**config.mk**
```make
export PLATFORM = sky130hd
export DESIGN_NAME = mux_read_arbiter
export DESIGN_NICKNAME = d
export VERILOG_FILES = /design/src/rtl/mux_read_arbiter_pkg.sv /design/src/rtl/mux_read_arbiter_rr_arbiter_n.sv /design/src/rtl/mux_read_arbiter.sv
export SDC_FILE = /design/constraint.sdc
export NUM_CORES = 1
export LEC_CHECK = 0
export BUFFER_PORTS_ARGS = -buffer_cell sky130_fd_sc_hd__buf_2
export CORE_MARGIN = 5
export CORE_UTILIZATION = 50
export CTS_CLUSTER_SIZE = 30
export DETAILED_ROUTE_END_ITERATION = 7
export PLACE_DENSITY = 0.85
export SLEW_MARGIN = 10
export SYNTH_ARGS = -nofsm -noshare
export SYNTH_HDL_FRONTEND = slang
export SYNTH_HIERARCHICAL = 1
export SYNTH_SLANG_ARGS = --single-unit
```
**constraint.sdc**
```tcl
create_clock -name clk_i -period 4.2 [get_ports clk_i]
set_clock_uncertainty 0.05 [all_clocks]
set_input_delay 0.42 -clock clk_i [delete_from_list [all_inputs] [get_ports clk_i]]
set_output_delay 0.42 -clock clk_i [all_outputs]
set_load 0.005 [all_outputs]
```
**src/rtl/mux_read_arbiter_pkg.sv**
```systemverilog
// Shared types, default sizes and helpers for the round-robin read-mux arbiter.
package muxarb_pkg;

    typedef enum logic [1:0] {
        IDLE    = 2'd0,
        SETTLE  = 2'd1,
        CAPTURE = 2'd2
    } state_t;

    localparam int N_DEF    = 4;
    localparam int ADDR_DEF = 12;
    localparam int R_DEF    = 4;
    localparam int MAX_R    = 32;

    // Callers size the result down to their own requester count.
    function automatic logic [MAX_R-1:0] onehot(input int idx);
        onehot = {{(MAX_R-1){1'b0}}, 1'b1} << idx;
    endfunction

endpackage

```
**src/rtl/mux_read_arbiter_rr_arbiter_n.sv**
```systemverilog
// Combinational round-robin pick: first set request starting at ptr, wrapping modulo R.
module rr_arbiter_n #(
    parameter int R  = 4,
    parameter int PW = $clog2(R)
) (
    input  logic [R-1:0]  req,
    input  logic [PW-1:0] ptr,
    output logic [PW-1:0] winner,
    output logic          valid
);

    logic [PW-1:0] idx;

    always_comb begin
        winner = '0;
        valid  = 1'b0;
        idx    = ptr;
        for (int i = 0; i < R; i++) begin
            if (!valid && req[idx]) begin
                winner = idx;
                valid  = 1'b1;
            end
            idx = (idx == PW'(R - 1)) ? '0 : idx + PW'(1);
        end
    end

endmodule

```
**src/rtl/mux_read_arbiter.sv**
```systemverilog
// Round-robin arbiter sharing one deep combinational read mux among R requesters.
// Optional macro MUXARB_LOCK_EN adds lock_i so an owner can keep priority for bursts.
module mux_read_arbiter
    import muxarb_pkg::*;
#(
    parameter int n       = N_DEF,
    parameter int address = ADDR_DEF,
    parameter int R       = R_DEF
) (
    input  logic               clk_i,
    input  logic               rst_i,
`ifdef MUXARB_LOCK_EN
    input  logic [R-1:0]       lock_i,
`endif
    input  logic [R-1:0]       req_i,
    input  logic [address-1:0] addr_i [0:R-1],
    output logic [R-1:0]       gnt_o,
    output logic [address-1:0] sel_o,
    input  logic [n-1:0]       mux_data_i,
    output logic [n-1:0]       rdata_o,
    output logic [R-1:0]       rvalid_o,
    output logic               busy_o
);

    localparam int PW = $clog2(R);

    state_t             state_q, state_d;
    logic [PW-1:0]      ptr_q, ptr_d;
    logic [PW-1:0]      owner_q, owner_d;
    logic [address-1:0] sel_q, sel_d;
    logic [n-1:0]       rdata_q, rdata_d;
    logic [R-1:0]       gnt_q, gnt_d;
    logic [R-1:0]       rvalid_q, rvalid_d;

    logic [PW-1:0]      winner;
    logic               win_valid;
    logic [PW-1:0]      owner_next;
    logic               keep_ptr;

    rr_arbiter_n #(
        .R  (R),
        .PW (PW)
    ) u_rr (
        .req    (req_i),
        .ptr    (ptr_q),
        .winner (winner),
        .valid  (win_valid)
    );

    assign owner_next = (owner_q == PW'(R - 1)) ? '0 : owner_q + PW'(1);

`ifdef MUXARB_LOCK_EN
    assign keep_ptr = lock_i[owner_q];
`else
    assign keep_ptr = 1'b0;
`endif

    always_comb begin
        state_d  = state_q;
        ptr_d    = ptr_q;
        owner_d  = owner_q;
        sel_d    = sel_q;
        rdata_d  = rdata_q;
        gnt_d    = '0;
        rvalid_d = '0;
        case (state_q)
            IDLE: begin
                // addr_i is only sampled here; sel stays frozen until the next grant.
                if (win_valid) begin
                    sel_d   = addr_i[winner];
                    owner_d = winner;
                    gnt_d   = R'(onehot(int'(winner)));
                    state_d = SETTLE;
                end
            end
            SETTLE: begin
                state_d = CAPTURE;
            end
            CAPTURE: begin
                rdata_d  = mux_data_i;
                rvalid_d = R'(onehot(int'(owner_q)));
                ptr_d    = keep_ptr ? owner_q : owner_next;
                state_d  = IDLE;
            end
            default: begin
                state_d = IDLE;
            end
        endcase
    end

    always_ff @(posedge clk_i or posedge rst_i) begin
        if (rst_i) begin
            state_q  <= IDLE;
            ptr_q    <= '0;
            owner_q  <= '0;
            sel_q    <= '0;
            rdata_q  <= '0;
            gnt_q    <= '0;
            rvalid_q <= '0;
        end else begin
            state_q  <= state_d;
            ptr_q    <= ptr_d;
            owner_q  <= owner_d;
            sel_q    <= sel_d;
            rdata_q  <= rdata_d;
            gnt_q    <= gnt_d;
            rvalid_q <= rvalid_d;
        end
    end

    assign gnt_o    = gnt_q;
    assign sel_o    = sel_q;
    assign rdata_o  = rdata_q;
    assign rvalid_o = rvalid_q;
    assign busy_o   = (state_q != IDLE);

endmodule

```
==> impl_metrics.yaml, run 1 <==
floorplan:
  initial_utilization_pct: 52.38
  core_area_um2: 3390
  die_h_um: 69.59
  rows: 21
  dieWidth_um: 69.59
  fp.dieArea_um2: 4843
  io_pins: 83
clocking:
  cts_resized: 0
  cts-root-buf: "clkbuf_4"
  cts_buffers: 5
  cts_max_level: 2
  clk_latency_ns: 0.31
  post_cts_buffers: 0
  ctsHoldBuffers: 0
  cts_tree: "done"
  cts_buffer_depth: 2
  clk_pin_slew_ns: 0.09
  cts_sinks: 30
detailed_routing:
  vias: 1377
  drc: 0
  wl_met3_um: 291
  route.met2.wl_um: 2052
  detail_route.vias_per_cell: 5.358
  antenna_left: 0
  drt_first_pass_iters: 4
  drtIter0Drc: 60
  drt_wl_total_um: 3914
  dr.max_layer_used: "met4"
  met1_length_um: 1548
  routedWlPerCell_um: 15.23
layout:
  mostFrequentLayoutCell: "buf_2"
  fillers: 280
  final_nets: 274
  synthToLayoutAreaGrowth_pct: 25.58
  drive_gt1_share_pct: 58.29
  multiInputGateArea_um2: 925.9
  regArea_um2: 750.7
  mostFrequentLayoutCells: "buf_2 (82), dfrtp_1 (30), mux2_2 (14)"
  n_antenna_cell: 0
placement:
  hpwl_um: 3116
  globalplace.congestion: 0.8764
  place_ws_ns: 0.6130
  io_buffers: 82
logic_synthesis:
  synth_seq_cells: 30
  synth-main-ff-cell: "dfrtp_1"
  yosysWarnings: 6
  ys_types: 41
  synth_edf_count: 0
  avgSynthCellArea_um2: 13.55
  syn_nets: 194
  yosysSeqAreaShare_pct: 42.28
  async_flop_share_pct: 100.0
  syn_area_um2: 1775
  syn_inst: 131
worst_setup_path:
  crit_path_end_kind: "flip-flop"
  required_ns: 4.35
  crit_slowest_cell: "ha_1"
  path_class: "reg2reg"
  cp.arrival_ns: 3.75
  cpPeakStageDelay_ns: 0.61
  crit_path_start_kind: "flip-flop"
  cp_cell_sequence: "ha_1, mux2i_1, mux2i_1, o32ai_1, a221o_1, buf_4, mux4_2, mux2_4"
  crit_top_cell: "mux2i_1"
  crit_fanout: 15
timing:
  post-route-min-period_ns: 3.596
  slew_headroom_pct: 32.47
  finalHoldViolations: 0
  setup-violations-final: 0
  fin_ws_ns: 0.6043
  fmax_mhz: 278.1
  drv_slew: 0
  fin_tns_setup_ns: 0
  period_share_pct: 85.61
  rsz0062_at_grt: "no"
  worstMarginPinSlew_ns: 1.007
status:
  status: "finished clean"
min_path:
  hold_class: "in2async"
pwr:
  power_density_nw_per_um2: 789.8
  leakage_nw: 1.123
  vdd_drop_max_mv: 0.4688
grt:
  grt_overflow: 0
  track_usage_pct: 16.87
  grt_max_degree: 31
  grt_pass1_wl_um: 6486
  grt_pass1_vias: 1443
  antenna_found_initial: 0
job:
  drv_cap: 0
-- registers in the layout (all words and copies together), names as in the netlist --
name / cells
ptr_q: 2
sel_o: 12
rvalid_o: 4
gnt_o: 4
rdata_o: 4
state_q: 2
owner_q: 2
-- layer usage --
| layer | vias to the layer above | global-route usage, % |
|---|---|---|
| met1 | 643 | 20.32 |
| li1 | 658 | - |
| met2 | 74 | 29.56 |
| met5 | - | 0 |
| met4 | 0 | 4.555 |
| met3 | 2 | 4.638 |
-- metrics by stage --
step	total power, mW	cell area [um2]	instances	utilization, %	hold slack, ns
final	1.761	2230	257	65.78	0.1597
after floorplan	1.419	1775	131	-	0.3819
after global routing	1.902	2230	257	65.78	0.2258
after CTS	1.773	2230	257	65.78	0.2842
after detailed placement	1.618	2182	250	64.38	0.4242
after global placement	1.578	2182	250	64.38	0.4196
-- final timing paths --
check	slack, ns	end	cells after the start	from
hold / removal	0.16	gnt_o[2]$_DFF_PP0_	2	rst_i
hold reg to reg	0.44	state_q[1]$_DFFE_PP0P_	1	state_q[1]$_DFFE_PP0P_
min in group clk_i	0.29	rdata_o[3]$_DFFE_PP0P_	2	mux_data_i[3]
setup / recovery	0.60	sel_o[8]$_DFFE_PP0P_	8	ptr_q[0]$_DFFE_PP0P_
setup reg to reg	0.60	sel_o[8]$_DFFE_PP0P_	8	ptr_q[0]$_DFFE_PP0P_
max in group asynchronous	3.48	sel_o[8]$_DFFE_PP0P_	2	rst_i
-- cell usage after synthesis, types with 2 or more instances --
cell | count | area, um2
nor2_1 | 2 | 7.510
mux2_4 | 6 | 90.09
dfrtp_1 | 30 | 750.7
nand2_1 | 6 | 22.52
ha_1 | 5 | 62.56
a221o_1 | 2 | 20.02
and2_1 | 4 | 25.02
o21ai_0 | 5 | 25.02
mux2i_1 | 3 | 30.03
clkbuf_1 | 2 | 7.510
o22ai_1 | 2 | 12.51
buf_2 | 4 | 20.02
nor3b_1 | 2 | 15.01
inv_1 | 6 | 22.52
buf_6 | 2 | 22.52
mux2_2 | 14 | 157.7
mux4_2 | 6 | 135.1
mux4_1 | 6 | 157.7
nor2b_1 | 2 | 12.51
-- kinds of logic (layout without fill, tap and decap cells) --
logic type	count (synthesis)	count (layout)	share of synthesized area [%]
buffers and inverters	17	97	5.849
AND/OR/NAND/NOR	23	23	7.822
AO/OA/AOI/OAI	21	21	8.387
multiplexers	35	35	32.14
adder cells (fa/ha/maj)	5	5	3.524
flip-flops	30	30	42.28
-- layout make-up --
cell class                      instances  share of cell area [%]
Timing Repair Buffer                   84                   19.08
Clock buffer                            5                   1.684
Multi-Input combinational cell         84                   41.53
Inverter                                6                   1.010
Clock inverter                          2                  0.4489
Tap cell                               46                   2.581
Sequential cell                        30                   33.67
-- power breakdown --
part,internal (mW),switching [mW],total [mW]
clock,0.0601,0.0942,0.154
sequential,0.422,0.0912,0.513
combinational,0.625,0.469,1.09
-- critical path: cells and delay by family, from the launching register on --
kind                     cells  cell delay, ns
adder cells (fa/ha/maj)      1            0.61
buffers and inverters        1            0.27
multiplexers                 4            1.15
AO/OA/AOI/OAI                2            0.88
flip-flops                   1            0.54
Note: power is estimated with default switching activity, not from simulation.
==> run 2, diff against run 1 <==
- CTS_BUF_LIST: default -> sky130_fd_sc_hd__clkbuf_16
==> impl_metrics.yaml, run 2 (synthesized netlist as in run 1, its figures left out) <==
status:
  status: "finished clean"
floorplan:
  core_area_um2: 3390
  dieWidth_um: 69.59
  io_pins: 83
  initial_utilization_pct: 52.38
  die_h_um: 69.59
  rows: 21
  fp.dieArea_um2: 4843
detailed_routing:
  vias: 1392
  antenna_left: 0
  drt_first_pass_iters: 4
  drc: 0
  routedWlPerCell_um: 16.00
  detail_route.vias_per_cell: 5.416
  drt_wl_total_um: 4112
  drtIter0Drc: 80
clocking:
  cts_sinks: 30
  cts_tree: "done"
  post_cts_buffers: 0
  cts_buffers: 5
  clk_latency_ns: 0.27
  clk_pin_slew_ns: 0.05
  cts-root-buf: "clkbuf_16"
  ctsHoldBuffers: 0
  cts_max_level: 2
  cts_buffer_depth: 2
  cts_resized: 0
layout:
  n_antenna_cell: 0
  synthToLayoutAreaGrowth_pct: 30.51
  mostFrequentLayoutCell: "buf_2"
  drive_gt1_share_pct: 58.29
  largest_register_ffs: 12
  final_nets: 274
  mostFrequentLayoutCells: "buf_2 (82), dfrtp_1 (30), mux2_2 (14)"
timing:
  fmax_mhz: 272.5
  finalHoldViolations: 0
  rsz0062_at_grt: "no"
  slew_headroom_pct: 33.39
  setup-violations-final: 0
  post-route-min-period_ns: 3.670
  drv_slew: 0
  period_share_pct: 87.37
  worstMarginPinSlew_ns: 0.9930
  fin_tns_setup_ns: 0
  whs_ns: 0.2050
placement:
  hpwl_um: 3116
  io_buffers: 82
  globalplace.congestion: 0.8764
worst_setup_path:
  cp_top_family: "multiplexers"
  cp_cell_sequence: "ha_1, mux2i_1, mux2i_1, o32ai_1, a221o_1, buf_4, mux4_2, mux2_4"
  cpPeakStageDelay_ns: 0.61
  crit_slowest_cell: "ha_1"
  reg2regPathDepth: 8
  crit_top_cell: "mux2i_1"
  cp_num_cells: 8
  crit_path_end_kind: "flip-flop"
  crit_path_start_kind: "flip-flop"
  cp.arrival_ns: 3.77
  cp_num_buf_inv: 1
  required_ns: 4.30
  path_class: "reg2reg"
  crit_fanout: 15
min_path:
  hold_class: "in2async"
grt:
  grt_overflow: 0
  grt_pass1_vias: 1450
  grt_pass1_wl_um: 6748
  antenna_found_initial: 0
  grt_max_degree: 31
  track_usage_pct: 17.77
pwr:
  vdd_drop_max_mv: 0.5002
  leakage_nw: 1.161
  power_density_nw_per_um2: 843.0
job:
  drv_cap: 0
## run 2: cell count changes in the layout (fill, tap and decap cells not counted)
cell       previous run  this run
clkbuf_4              5         0
clkbuf_16             0         5
## run 2: per-stage QoR
stage               total power [mW]  std cells  cell area (um2)  setup slack [ns]  utilization (%)
floorplan                      1.419        131             1775             1.334                -
global placement               1.578        250             2182            0.7116            64.38
detailed placement             1.618        250             2182            0.6130            64.38
CTS                            1.964        257             2317            0.5444            68.36
global route                   2.091        257             2317            0.3401            68.36
finish                         1.953        257             2317            0.5303            68.36
## run 2: path summary, 6_finish.rpt
check | from | to | slack [ns]
max in group asynchronous | rst_i | sel_o[8]$_DFFE_PP0P_ | 3.44
min in group clk_i | mux_data_i[2] | rdata_o[2]$_DFFE_PP0P_ | 0.33
hold / removal | rst_i | sel_o[7]$_DFFE_PP0P_ | 0.20
hold reg to reg | state_q[1]$_DFFE_PP0P_ | state_q[1]$_DFFE_PP0P_ | 0.43
setup / recovery | ptr_q[0]$_DFFE_PP0P_ | sel_o[8]$_DFFE_PP0P_ | 0.53
setup reg to reg | ptr_q[0]$_DFFE_PP0P_ | sel_o[8]$_DFFE_PP0P_ | 0.53
## run 2: layout make-up
| class | count | area, um2 |
|---|---|---|
| fill | 260 | 1072 |
| multi-input combinational | 84 | 925.9 |
| sequential | 30 | 750.7 |
| timing repair buffer | 84 | 425.4 |
| clock buffer | 5 | 125.1 |
| tap | 46 | 57.56 |
| inverter | 6 | 22.52 |
| clock inverter | 2 | 10.01 |
## run 2: report_power, final
part / total, mW / switching [mW] / internal (mW) / leakage, nW
registers: 0.517 / 0.0927 / 0.424 / 0.370
clock network: 0.331 / 0.118 / 0.213 / 0.0694
logic: 1.11 / 0.481 / 0.625 / 0.722
total: 1.95 / 0.691 / 1.26 / 1.16
## run 2: routing by layer
metal  GRT usage, %  vias up  wire, um  part of all wire (%)
li1               -      655         -                     -
met1          21.00      665      1620                    39
met2          31.25       64      2154                    52
met3          3.768        8       274                   6.7
met4          7.158        0        62                   1.5
met5              0        -         0                     0
==> run 3, diff against run 2 <==
- REMOVE_ABC_BUFFERS: default -> 1
==> impl_metrics.yaml, run 3 (synthesized netlist as in run 1, its figures left out) <==
status:
  status: "finished clean"
timing:
  drv_slew: 0
  rsz0062_at_grt: "no"
  post-route-min-period_ns: 3.410
  slew_headroom_pct: 31.65
  fmax_mhz: 293.3
  period_share_pct: 81.18
  finalHoldViolations: 0
  worstMarginPinSlew_ns: 1.019
  setup-violations-final: 0
  fin_tns_setup_ns: 0
layout:
  mostFrequentLayoutCell: "buf_2"
  final_nets: 274
  fin_cells: 256
  largest_register_ffs: 12
  drive_gt1_share_pct: 57.62
  synthToLayoutAreaGrowth_pct: 30.16
  fillers: 244
  n_antenna_cell: 0
  mostFrequentLayoutCells: "buf_2 (82), dfrtp_1 (30), mux2_2 (14)"
detailed_routing:
  drtIter0Drc: 46
  drt_wl_total_um: 3864
  antenna_left: 0
  routedWlPerCell_um: 15.09
  vias: 1386
  drt_first_pass_iters: 4
  detail_route.vias_per_cell: 5.414
  drc: 0
grt:
  grt_max_degree: 31
  antenna_found_initial: 0
  grt_pass1_vias: 1397
  track_usage_pct: 17.12
  grt_pass1_wl_um: 6458
  grt_overflow: 0
clocking:
  cts_buffers: 5
  post_cts_buffers: 0
  cts_buffer_depth: 2
  cts-root-buf: "clkbuf_16"
  ctsHoldBuffers: 0
  clk_latency_ns: 0.27
  cts_max_level: 2
  cts_resized: 0
  cts_tree: "done"
  cts_sinks: 30
  clk_pin_slew_ns: 0.05
pwr:
  switching_share_pct: 34.51
  power_frac_comb_pct: 56.7
  p_int_mw: 1.256
  power_frac_seq_pct: 26.6
  power_mw: 1.917
  switchingPower_uw: 661.6
  clkPwrFrac_pct: 16.7
  vdd_drop_max_mv: 0.4352
  power_density_nw_per_um2: 829.6
  leakage_nw: 1.155
placement:
  io_buffers: 82
  dp_cells: 250
  globalplace.congestion: 0.8930
  hpwl_um: 2998
worst_setup_path:
  crit_path_start_kind: "flip-flop"
  cp.arrival_ns: 3.51
  reg2regPathDepth: 8
  crit_fanout: 16
  crit_path_end_kind: "flip-flop"
  required_ns: 4.30
  path_class: "reg2reg"
floorplan:
  rows: 21
  die_h_um: 69.59
  dieWidth_um: 69.59
  initial_utilization_pct: 52.38
  fp.dieArea_um2: 4843
  io_pins: 83
  core_area_um2: 3390
job:
  drv_cap: 0
min_path:
  hold_class: "in2async"
run 3: worst paths after layout:
check	slack, ns	to	startpoint
max	0.79	sel_o[5]$_DFFE_PP0P_	ptr_q[0]$_DFFE_PP0P_
min	0.22	gnt_o[3]$_DFF_PP0_	rst_i
max reg2reg	0.79	sel_o[5]$_DFFE_PP0P_	ptr_q[0]$_DFFE_PP0P_
min reg2reg	0.44	state_q[1]$_DFFE_PP0P_	state_q[1]$_DFFE_PP0P_
max in group asynchronous	3.42	owner_q[1]$_DFFE_PP0P_	rst_i
min in group clk_i	0.33	rdata_o[3]$_DFFE_PP0P_	mux_data_i[3]
run 3: power groups by stage:
stage	logic [mW]	clock network, mW	registers (mW)
finish	1.09	0.319	0.511
global route	1.20	0.337	0.530
CTS	1.10	0.329	0.512
detailed placement	1.11	0	0.511
global placement	1.06	0	0.512
floorplan	0.802	0	0.512
run 3: layout make-up:
| type | count | area, um2 | share of cell area (%) |
|---|---|---|---|
| timing repair buffer | 84 | 425.4 | 18.41 |
| inverter | 6 | 22.52 | 0.9746 |
| clock buffer | 5 | 125.1 | 5.414 |
| tap | 46 | 57.56 | 2.491 |
| clock inverter | 1 | 3.754 | 0.1624 |
| multi-input combinational | 84 | 925.9 | 40.06 |
| sequential | 30 | 750.7 | 32.49 |
run 3: stage by stage:
stage / instance area [um2] / hold WS, ns / util [%] / worst slack [ns]
2_1_floorplan: 1694 / 0.3819 / - / 0.6762
5_1_grt: 2311 / 0.2888 / 68.18 / 0.5286
6_report: 2311 / 0.2182 / 68.18 / 0.7903
4_1_cts: 2311 / 0.3287 / 68.18 / 0.7973
3_5_place_dp: 2182 / 0.4338 / 64.38 / 0.7844
3_3_place_gp: 2182 / 0.4197 / 64.38 / 0.9346
run 3: worst max-delay path, stage by stage (launching register included):
cell,delay (ns)
dfrtp_1,0.52
ha_1,0.60
mux2i_1,0.28
mux2i_1,0.10
o32ai_1,0.36
a221o_1,0.23
buf_4,0.26
mux4_1,0.60
mux2_2,0.28
run 3: per-layer routing:
metal  part of all wire [%]  track usage, %
met1                     37           19.57
met4                    2.0           7.592
met2                     52           28.71
met3                    9.1           6.087
met5                      0               0
